**config.mk**
```make
export PLATFORM = sky130hd
export DESIGN_NAME = cc_cond_unit
export DESIGN_NICKNAME = d
export VERILOG_FILES = /design/src/rtl/y86_pkg.sv /design/src/rtl/cond_eval.sv /design/src/rtl/cc_cond_unit.sv
export SDC_FILE = /design/constraint.sdc
export NUM_CORES = 1
export LEC_CHECK = 0
export CAP_MARGIN = 20
export CORE_MARGIN = 5
export CORE_UTILIZATION = 20
export DETAILED_ROUTE_END_ITERATION = 12
export PLACE_DENSITY = 0.83
export SYNTH_ARGS = -nofsm -noshare
export SYNTH_HDL_FRONTEND = slang
export SYNTH_SLANG_ARGS = --single-unit
```
**constraint.sdc**
```tcl
create_clock -name clk -period 2 [get_ports clk]
set_input_delay 0.4 -clock clk [delete_from_list [all_inputs] [get_ports clk]]
set_output_delay 0.4 -clock clk [all_outputs]
set_load 0.01 [all_outputs]
```
**src/rtl/y86_pkg.sv**
```systemverilog
// y86_pkg: shared definitions for the Y86 execute stage.
//   - ALU function select codes (alu_fn)
//   - jXX/cmovXX condition codes (ifun)
//   - bit positions inside the {ZF, SF, OF} condition-code vector
//   - CC_RESET value loaded into the condition-code register on reset
//   - resp_state_t: state of the condition-response slot
package y86_pkg;

  localparam logic [1:0] ALU_ADD = 2'b00;
  localparam logic [1:0] ALU_SUB = 2'b01;
  localparam logic [1:0] ALU_AND = 2'b10;
  localparam logic [1:0] ALU_XOR = 2'b11;

  localparam logic [3:0] C_ALWAYS = 4'd0;
  localparam logic [3:0] C_LE     = 4'd1;
  localparam logic [3:0] C_L      = 4'd2;
  localparam logic [3:0] C_E      = 4'd3;
  localparam logic [3:0] C_NE     = 4'd4;
  localparam logic [3:0] C_GE     = 4'd5;
  localparam logic [3:0] C_G      = 4'd6;

  localparam int CC_ZF = 2;
  localparam int CC_SF = 1;
  localparam int CC_OF = 0;

  localparam logic [2:0] CC_RESET = 3'b100;

  typedef enum logic {
    S_IDLE = 1'b0,
    S_RESP = 1'b1
  } resp_state_t;

endpackage

```
**src/rtl/cond_eval.sv**
```systemverilog
// cond_eval: purely combinational Y86 condition evaluator.
// Ports:
//   cc  in  3  {ZF, SF, OF}
//   fn  in  4  jXX/cmovXX ifun
//   cnd out 1  condition result (0 for illegal fn)
//   err out 1  fn is not a legal condition code (7..15)
module cond_eval
  import y86_pkg::*;
(
  input  logic [2:0] cc,
  input  logic [3:0] fn,
  output logic       cnd,
  output logic       err
);

  logic zf;
  logic lt;

  assign zf = cc[CC_ZF];
  // Signed "less than" after a compare is SF xor OF.
  assign lt = cc[CC_SF] ^ cc[CC_OF];

  always_comb begin
    cnd = 1'b0;
    err = 1'b0;
    case (fn)
      C_ALWAYS: cnd = 1'b1;
      C_LE:     cnd = lt | zf;
      C_L:      cnd = lt;
      C_E:      cnd = zf;
      C_NE:     cnd = ~zf;
      C_GE:     cnd = ~lt;
      C_G:      cnd = ~lt & ~zf;
      default:  err = 1'b1;
    endcase
  end

endmodule

```
**src/rtl/cc_cond_unit.sv**
```systemverilog
// cc_cond_unit: condition-code register plus jXX/cmovXX condition query
// port for the Y86 execute stage.
// Ports:
//   clk, rst_n             clock, asynchronous active-low reset
//   alu_valid/alu_fn/alu_out/alu_of   ALU result feeding the flags
//   set_cc, stall, exc_suppress        flag-update qualifiers
//   cond_valid/cond_fn/cond_ready      condition query request handshake
//   cnd_valid/cnd/cnd_err              registered one-cycle response pulse
//   cc                                 architectural {ZF, SF, OF}
// Build option: define CC_BYPASS_EN to always accept queries and forward
// the flags being written this cycle to a coincident query. Without it, a
// query that collides with a flag update is refused for that cycle.
module cc_cond_unit
  import y86_pkg::*;
#(
  parameter int W = 64
) (
  input  logic         clk,
  input  logic         rst_n,
  input  logic         alu_valid,
  input  logic [1:0]   alu_fn,
  input  logic [W-1:0] alu_out,
  input  logic         alu_of,
  input  logic         set_cc,
  input  logic         stall,
  input  logic         exc_suppress,
  input  logic         cond_valid,
  input  logic [3:0]   cond_fn,
  output logic         cond_ready,
  output logic         cnd_valid,
  output logic         cnd,
  output logic         cnd_err,
  output logic [2:0]   cc
);

  logic        upd;
  logic [2:0]  next_cc;
  logic [2:0]  eval_cc;
  logic        accept;
  logic        eval_cnd;
  logic        eval_err;

  resp_state_t state_q, state_d;
  logic        cnd_q, cnd_d;
  logic        err_q, err_d;

  assign upd = alu_valid & set_cc & ~stall & ~exc_suppress;

  // Logical ops never overflow, so OF is forced clear for AND/XOR.
  always_comb begin
    next_cc        = '0;
    next_cc[CC_ZF] = (alu_out == '0);
    next_cc[CC_SF] = alu_out[W-1];
    next_cc[CC_OF] = ((alu_fn == ALU_ADD) || (alu_fn == ALU_SUB)) ? alu_of : 1'b0;
  end

`ifdef CC_BYPASS_EN
  // Forward the flags being written so a coincident query sees them.
  assign cond_ready = 1'b1;
  assign eval_cc    = upd ? next_cc : cc;
`else
  // Refuse queries while the flags are changing; requester holds the query.
  assign cond_ready = ~upd;
  assign eval_cc    = cc;
`endif

  assign accept = cond_valid & cond_ready;

  cond_eval u_cond_eval (
    .cc  (eval_cc),
    .fn  (cond_fn),
    .cnd (eval_cnd),
    .err (eval_err)
  );

  // Condition-code register.
  always_ff @(posedge clk or negedge rst_n) begin
    if (!rst_n) begin
      cc <= CC_RESET;
    end else if (upd) begin
      cc <= next_cc;
    end
  end

  // Response slot registers.
  always_ff @(posedge clk or negedge rst_n) begin
    if (!rst_n) begin
      state_q <= S_IDLE;
      cnd_q   <= 1'b0;
      err_q   <= 1'b0;
    end else begin
      state_q <= state_d;
      cnd_q   <= cnd_d;
      err_q   <= err_d;
    end
  end

  // Every accepted query yields exactly one pulse in the following cycle;
  // result bits are cleared outside a pulse.
  always_comb begin
    state_d = S_IDLE;
    cnd_d   = 1'b0;
    err_d   = 1'b0;
    case (state_q)
      S_IDLE: state_d = accept ? S_RESP : S_IDLE;
      S_RESP: state_d = accept ? S_RESP : S_IDLE;
      default: state_d = S_IDLE;
    endcase
    if (accept) begin
      cnd_d = eval_cnd;
      err_d = eval_err;
    end
  end

  assign cnd_valid = (state_q == S_RESP);
  assign cnd       = cnd_q;
  assign cnd_err   = err_q;

endmodule
```
==> After elaboration in Yosys (flattened, before gate mapping) <==
Cells that the tools add are included.
W data, S select, Z words.
{ "totals": {"output_inout_bits": 7, "inputBits": 78, "register_bits": 6} }
{ "classes": {"n_reduce_logical": 5, "eq_ne": 7, "bitwise_logic": 12, "muxes": 6} }
{ "ops": {"columns": ["op", "n"], "rows": [
  ["$logic_not A64 Y1", 1],
  ["$eq A4 B3 Y1 const B", 3],
  ["$eq A4 B2 Y1 const B", 2],
  ["$pmux W1 S7", 1],
  ["$reduce_or A7 Y1", 1],
  ["$and A1 B1 Y1", 5],
  ["$mux W1", 5],
  ["$not A1 Y1", 5],
  ["$eq A4 B1 Y1 const B", 1],
  ["$logic_not A4 Y1", 1],
  ["$eq A2 B1 Y1 const B", 1],
  ["$logic_not A2 Y1", 1],
  ["$logic_or A1 B1 Y1", 1],
  ["$or A1 B1 Y1", 1],
  ["$xor A1 B1 Y1", 1]
]} }

==> Logic depth before layout (Yosys ltp) <==
Gate-level depths: netlist of the first run.
{ "depth": {"word_depth": 6, "ltp_mapped": 4, "ltp_nobuf": 4} }

==> Cells and area by module <==
Synthesis of the first run repeated with hierarchy kept, for this count alone.
{ "hier_totals": {"hier_cells": 49, "area_unflattened_um2": 452.9} }
{ "by_module_without_submodules": {"columns": ["mod", "n_inst", "seq_area_each_um2", "cells_per_inst", "area_per_inst_um2"], "rows": [
  ["cc_cond_unit", 1, 151.4, 38, 362.8],
  ["cond_eval", 1, 0.0, 11, 90.1]
]} }

==> Worst setup path after synthesis of the first run <==
Ideal clock, no wire load.
{ "synth_path": {"path_kind": "input to register", "startpoint": "input port alu_out[38]", "endpoint": "register cc[2]", "required_ns": 1.939, "stages": 3, "slack_ns": 0.735, "arrival_ns": 1.204, "path_buffers": 0, "path_cell_list": "or4_1 > nor3_1 > a22o_1"} }
{ "synth_between": {"elab_chain_len": 1} }
{ "synth_rtl": {"columns": ["item", "line", "rtl"], "rows": [
  ["start: declaration", "cc_cond_unit.sv:22", "input logic [W-1:0] alu_out,"],
  ["$logic_not A64 Y1", "cc_cond_unit.sv:52", "next_cc[CC_ZF] = (alu_out == '0);"],
  ["end signal: assignment", "cc_cond_unit.sv:81", "cc <= next_cc;"],
  ["end: declaration", "cc_cond_unit.sv:33", "output logic [2:0] cc"]
]} }
No other way between the ends.
A chain may end at the register's enable or synchronous reset.

==> Worst setup path after layout of the first run <==
{ "layout_path": {"startpoint": "input port exc_suppress", "endpoint": "output port cond_ready"} }
{ "layout_between": {"elab_chain_len": 3} }
{ "layout_rtl": {"columns": ["item", "line", "rtl"], "rows": [
  ["start: declaration", "cc_cond_unit.sv:26", "input logic exc_suppress,"],
  ["$not A1 Y1", "cc_cond_unit.sv:47", "assign upd = alu_valid & set_cc & ~stall & ~exc_suppress;"],
  ["$and A1 B1 Y1", "cc_cond_unit.sv:47", null],
  ["$not A1 Y1", "cc_cond_unit.sv:63", "assign cond_ready = ~upd;"],
  ["end: declaration", "cc_cond_unit.sv:29", "output logic cond_ready,"]
]} }
No other way between the ends.

==> summary.txt, run 1 <==
Outcome
  • Outcome: finished, final reports clean

Worst setup path
  • Critical path class: in2out
  • WP data required: 1.60 ns
  • Reg2reg start: cc[2]$_DFFE_PN1P_
  • Worst Path Arrival: 1.51 ns
  • Peak fanout along the critical path: 2
  • Worst-case reg-to-reg path depth: 4
  • Setup slack, reg-to-reg: 0.79 ns
  • Crit start category: input pin
  • Reg2Reg Capture Point: cnd$_DFF_PN0_
  • Worst Setup End Kind: primary output

Floorplanning
  • Starting Density: 21.0%
  • Die width: 55.6 µm
  • Core ar.: 1980 µm²
  • Die area: 3100 µm²
  • Die H: 55.6 µm
  • Number of top-level pins: 85
  • Cell Rows: 16

Clock tree
  • H-tree Lvls: 1
  • Clock transition at path regs: 0.05 ns
  • CTS tree: done
  • Post-cts sizing count: 0
  • CTS sink cnt: 6
  • CTS buffer count: 3
  • Skew-Pair Late Insertion Delay: 0.24 ns
  • Max clock buf depth: 2
  • Clock Tree Root: clkbuf_4
  • Post-cts hold buffer count: 0
  • Setup Buffers After CTS: 0

Synthesis
  • Synth warn: 0
  • Post-synth top area share: 30.0%
  • Register bit total from synthesis: 6
  • Most common cell in the netlist: nor4_1
  • Ys flop type: dfrtp_1
  • Post-synth EDFFs: 0
  • Most frequent cells after synthesis: 16 x nor4_1, 5 x dfrtp_1, 5 x nand2_1
  • Post-Synthesis Cells: 49
  • Top cells by area, synth: dfrtp_1 30%, nor4_1 24%, dfstp_2 6.3%
  • Netlist Area Pre-Place: 417 µm²
  • Syn Nets: 127
  • Mean Syn Cell Area: 8.50 µm²
  • Synth cell types: 20
  • Asr flop ratio synth: 100%
  • Dominant cell type by area after synthesis: dfrtp_1
  • Seq/Total Area, Yosys: 36.3%

Route
  • WL final: 2390 µm
  • WL/cell: 14.6 µm
  • DRC viols: 0
  • Iteration-0 DRC count of the detailed router: 4
  • Vias: 774
  • Vias per Instance: 4.72
  • ANT nets after route: 0
  • TritonRoute pass-1 iters: 2

Timing
  • Layout Skew: 0.0108 ns
  • Slew Viols, Final: 0
  • Max-slew headroom: 78.3%
  • Final hold slack: 0.387 ns
  • Final TNS setup: 0 ns
  • Period minus WS final: 1.91 ns
  • Worst Tran Pin Value: 0.323 ns
  • Final Setup Violations: 0
  • RSZ-0062 raised after global routing: no
  • Hold Vio Cnt, Final: 0
  • Final Cycle Share: 95.7%
  • Fmax: 0.522 GHz

GRT
  • Initial antenna violation count: 0
  • Vias in the first global route: 851
  • First-pass GRT wire length: 3740 µm
  • Largest net degree at the start of global routing: 7
  • Gr ovfl total: 0
  • All-Layer GR Usage: 15.3%

Finish
  • Final design utilization: 66.4%
  • Footprint of the multi-input gates: 258 µm²
  • Nets@finish: 216
  • Area growth syn-to-layout: 216%
  • Diode count: 0
  • Layout cells sized above 1: 5.11%
  • Fillers: 157
  • Sequential cell area: 151 µm²

Power and ir drop
  • Psw: 105 µW
  • Max IR drop VDD: 0.187 mV
  • Clock share of power: 24.5%
  • Comb pwr share: 46.2%
  • Internal cell power: 378 µW
  • PD cells: 367 nW/µm²
  • Leakage power: 0.476 nW
  • Sw Ratio: 21.8%
  • Sequential fraction of design power: 29.3%

Placed design
  • DPL Wire Length: 2310 µm
  • Port-buffer cells: 83
  • GPL Wtd Cong: 0.688

Hold path
  • Hold Path Class: in2async

Job
  • Max_cap viols: 0
## area by class of cell
cell class                 count  share of cell area [%]
clock buffer                   4                    2.00
inverter                       2                   0.571
multi-input combinational     41                    19.6
sequential                     6                    11.5
tap                           27                    2.57
timing repair buffer          84                    63.7
## metal layers
metal	track usage (%)	routed length [µm]	vias up
met2	28.0	1270	53
met1	13.4	755	336
met5	0	0	-
met3	8.12	306	6
li1	-	-	379
met4	7.64	55	0
## worst max-delay path, stage by stage
cell             delay, ns
clkdlybuf4s50_1       0.46
nor2_1                0.04
nand3_2               0.07
clkdlybuf4s50_1       0.54
## state kept, by name (all words and copies together) (netlist names)
register / count
cnd_err: 1
cc: 3
cnd: 1
cnd_valid: 1
## power groups by stage
stage,registers (mW),logic (mW),clock network (mW)
floorplan,0.148,0.0335,0
global placement,0.142,0.219,0
detailed placement,0.143,0.225,0
CTS,0.142,0.226,0.126
global route,0.143,0.237,0.136
finish,0.142,0.223,0.118
## cells in the final DEF (no fill, tap or decap), types with 2 or more instances in the layout
| master | instances |
|---|---|
| clkdlybuf4s50_1 | 83 |
| dfrtp_1 | 5 |
| clkbuf_4 | 3 |
| or4_1 | 2 |
| nor2_1 | 2 |
| nand4_1 | 3 |
| inv_1 | 2 |
| nand2_1 | 5 |
| nor4_1 | 16 |
| a21oi_1 | 2 |
## logic make-up after synthesis
family / count (synthesis) / share of synthesized area, %
flip-flops: 6 / 36.3
AO/OA/AOI/OAI: 7 / 11.1
buffers and inverters: 2 / 1.80
XOR/XNOR: 1 / 2.10
AND/OR/NAND/NOR: 31 / 43.5
multiplexers: 2 / 5.11
## metrics by stage
step / instances / worst slack (ns) / total power [mW] / cell area [µm²]
final: 164 / 0.0858 / 0.483 / 1320
after global routing: 164 / 0.0424 / 0.516 / 1320
after CTS: 164 / 0.0765 / 0.493 / 1320
after detailed placement: 160 / 0.0828 / 0.368 / 1290
after global placement: 160 / 0.0949 / 0.361 / 1290
after floorplan: 49 / 0.735 / 0.181 / 417
## worst max-delay path by stage
stage                      start           endpoint  slack [ns]  depth (start not counted)
detailed placement  exc_suppress         cond_ready        0.08                          4
global route               stall         cond_ready        0.04                          4
CTS                 exc_suppress         cond_ready        0.08                          4
finish              exc_suppress         cond_ready        0.09                          4
global placement           stall         cond_ready        0.09                          4
floorplan            alu_out[38]  cc[2]$_DFFE_PN1P_        0.73                          3
No activity file was read; power rests on OpenSTA's default activity.
==> run 2: changes to the inputs <==
--- a/config.mk
+++ b/config.mk
@@ -5,11 +5,13 @@
 export SDC_FILE = /design/constraint.sdc
 export NUM_CORES = 1
 export LEC_CHECK = 0
-export CAP_MARGIN = 20
+export CAP_MARGIN = 25
 export CORE_MARGIN = 5
 export CORE_UTILIZATION = 20
 export DETAILED_ROUTE_END_ITERATION = 12
+export HOLD_SLACK_MARGIN = 0.03
 export PLACE_DENSITY = 0.83
+export SKIP_CTS_REPAIR_TIMING = 1
 export SYNTH_ARGS = -nofsm -noshare
 export SYNTH_HDL_FRONTEND = slang
 export SYNTH_SLANG_ARGS = --single-unit
==> results of run 2 <==
The final DEF is identical to that of run 1; final timing and power are the same.
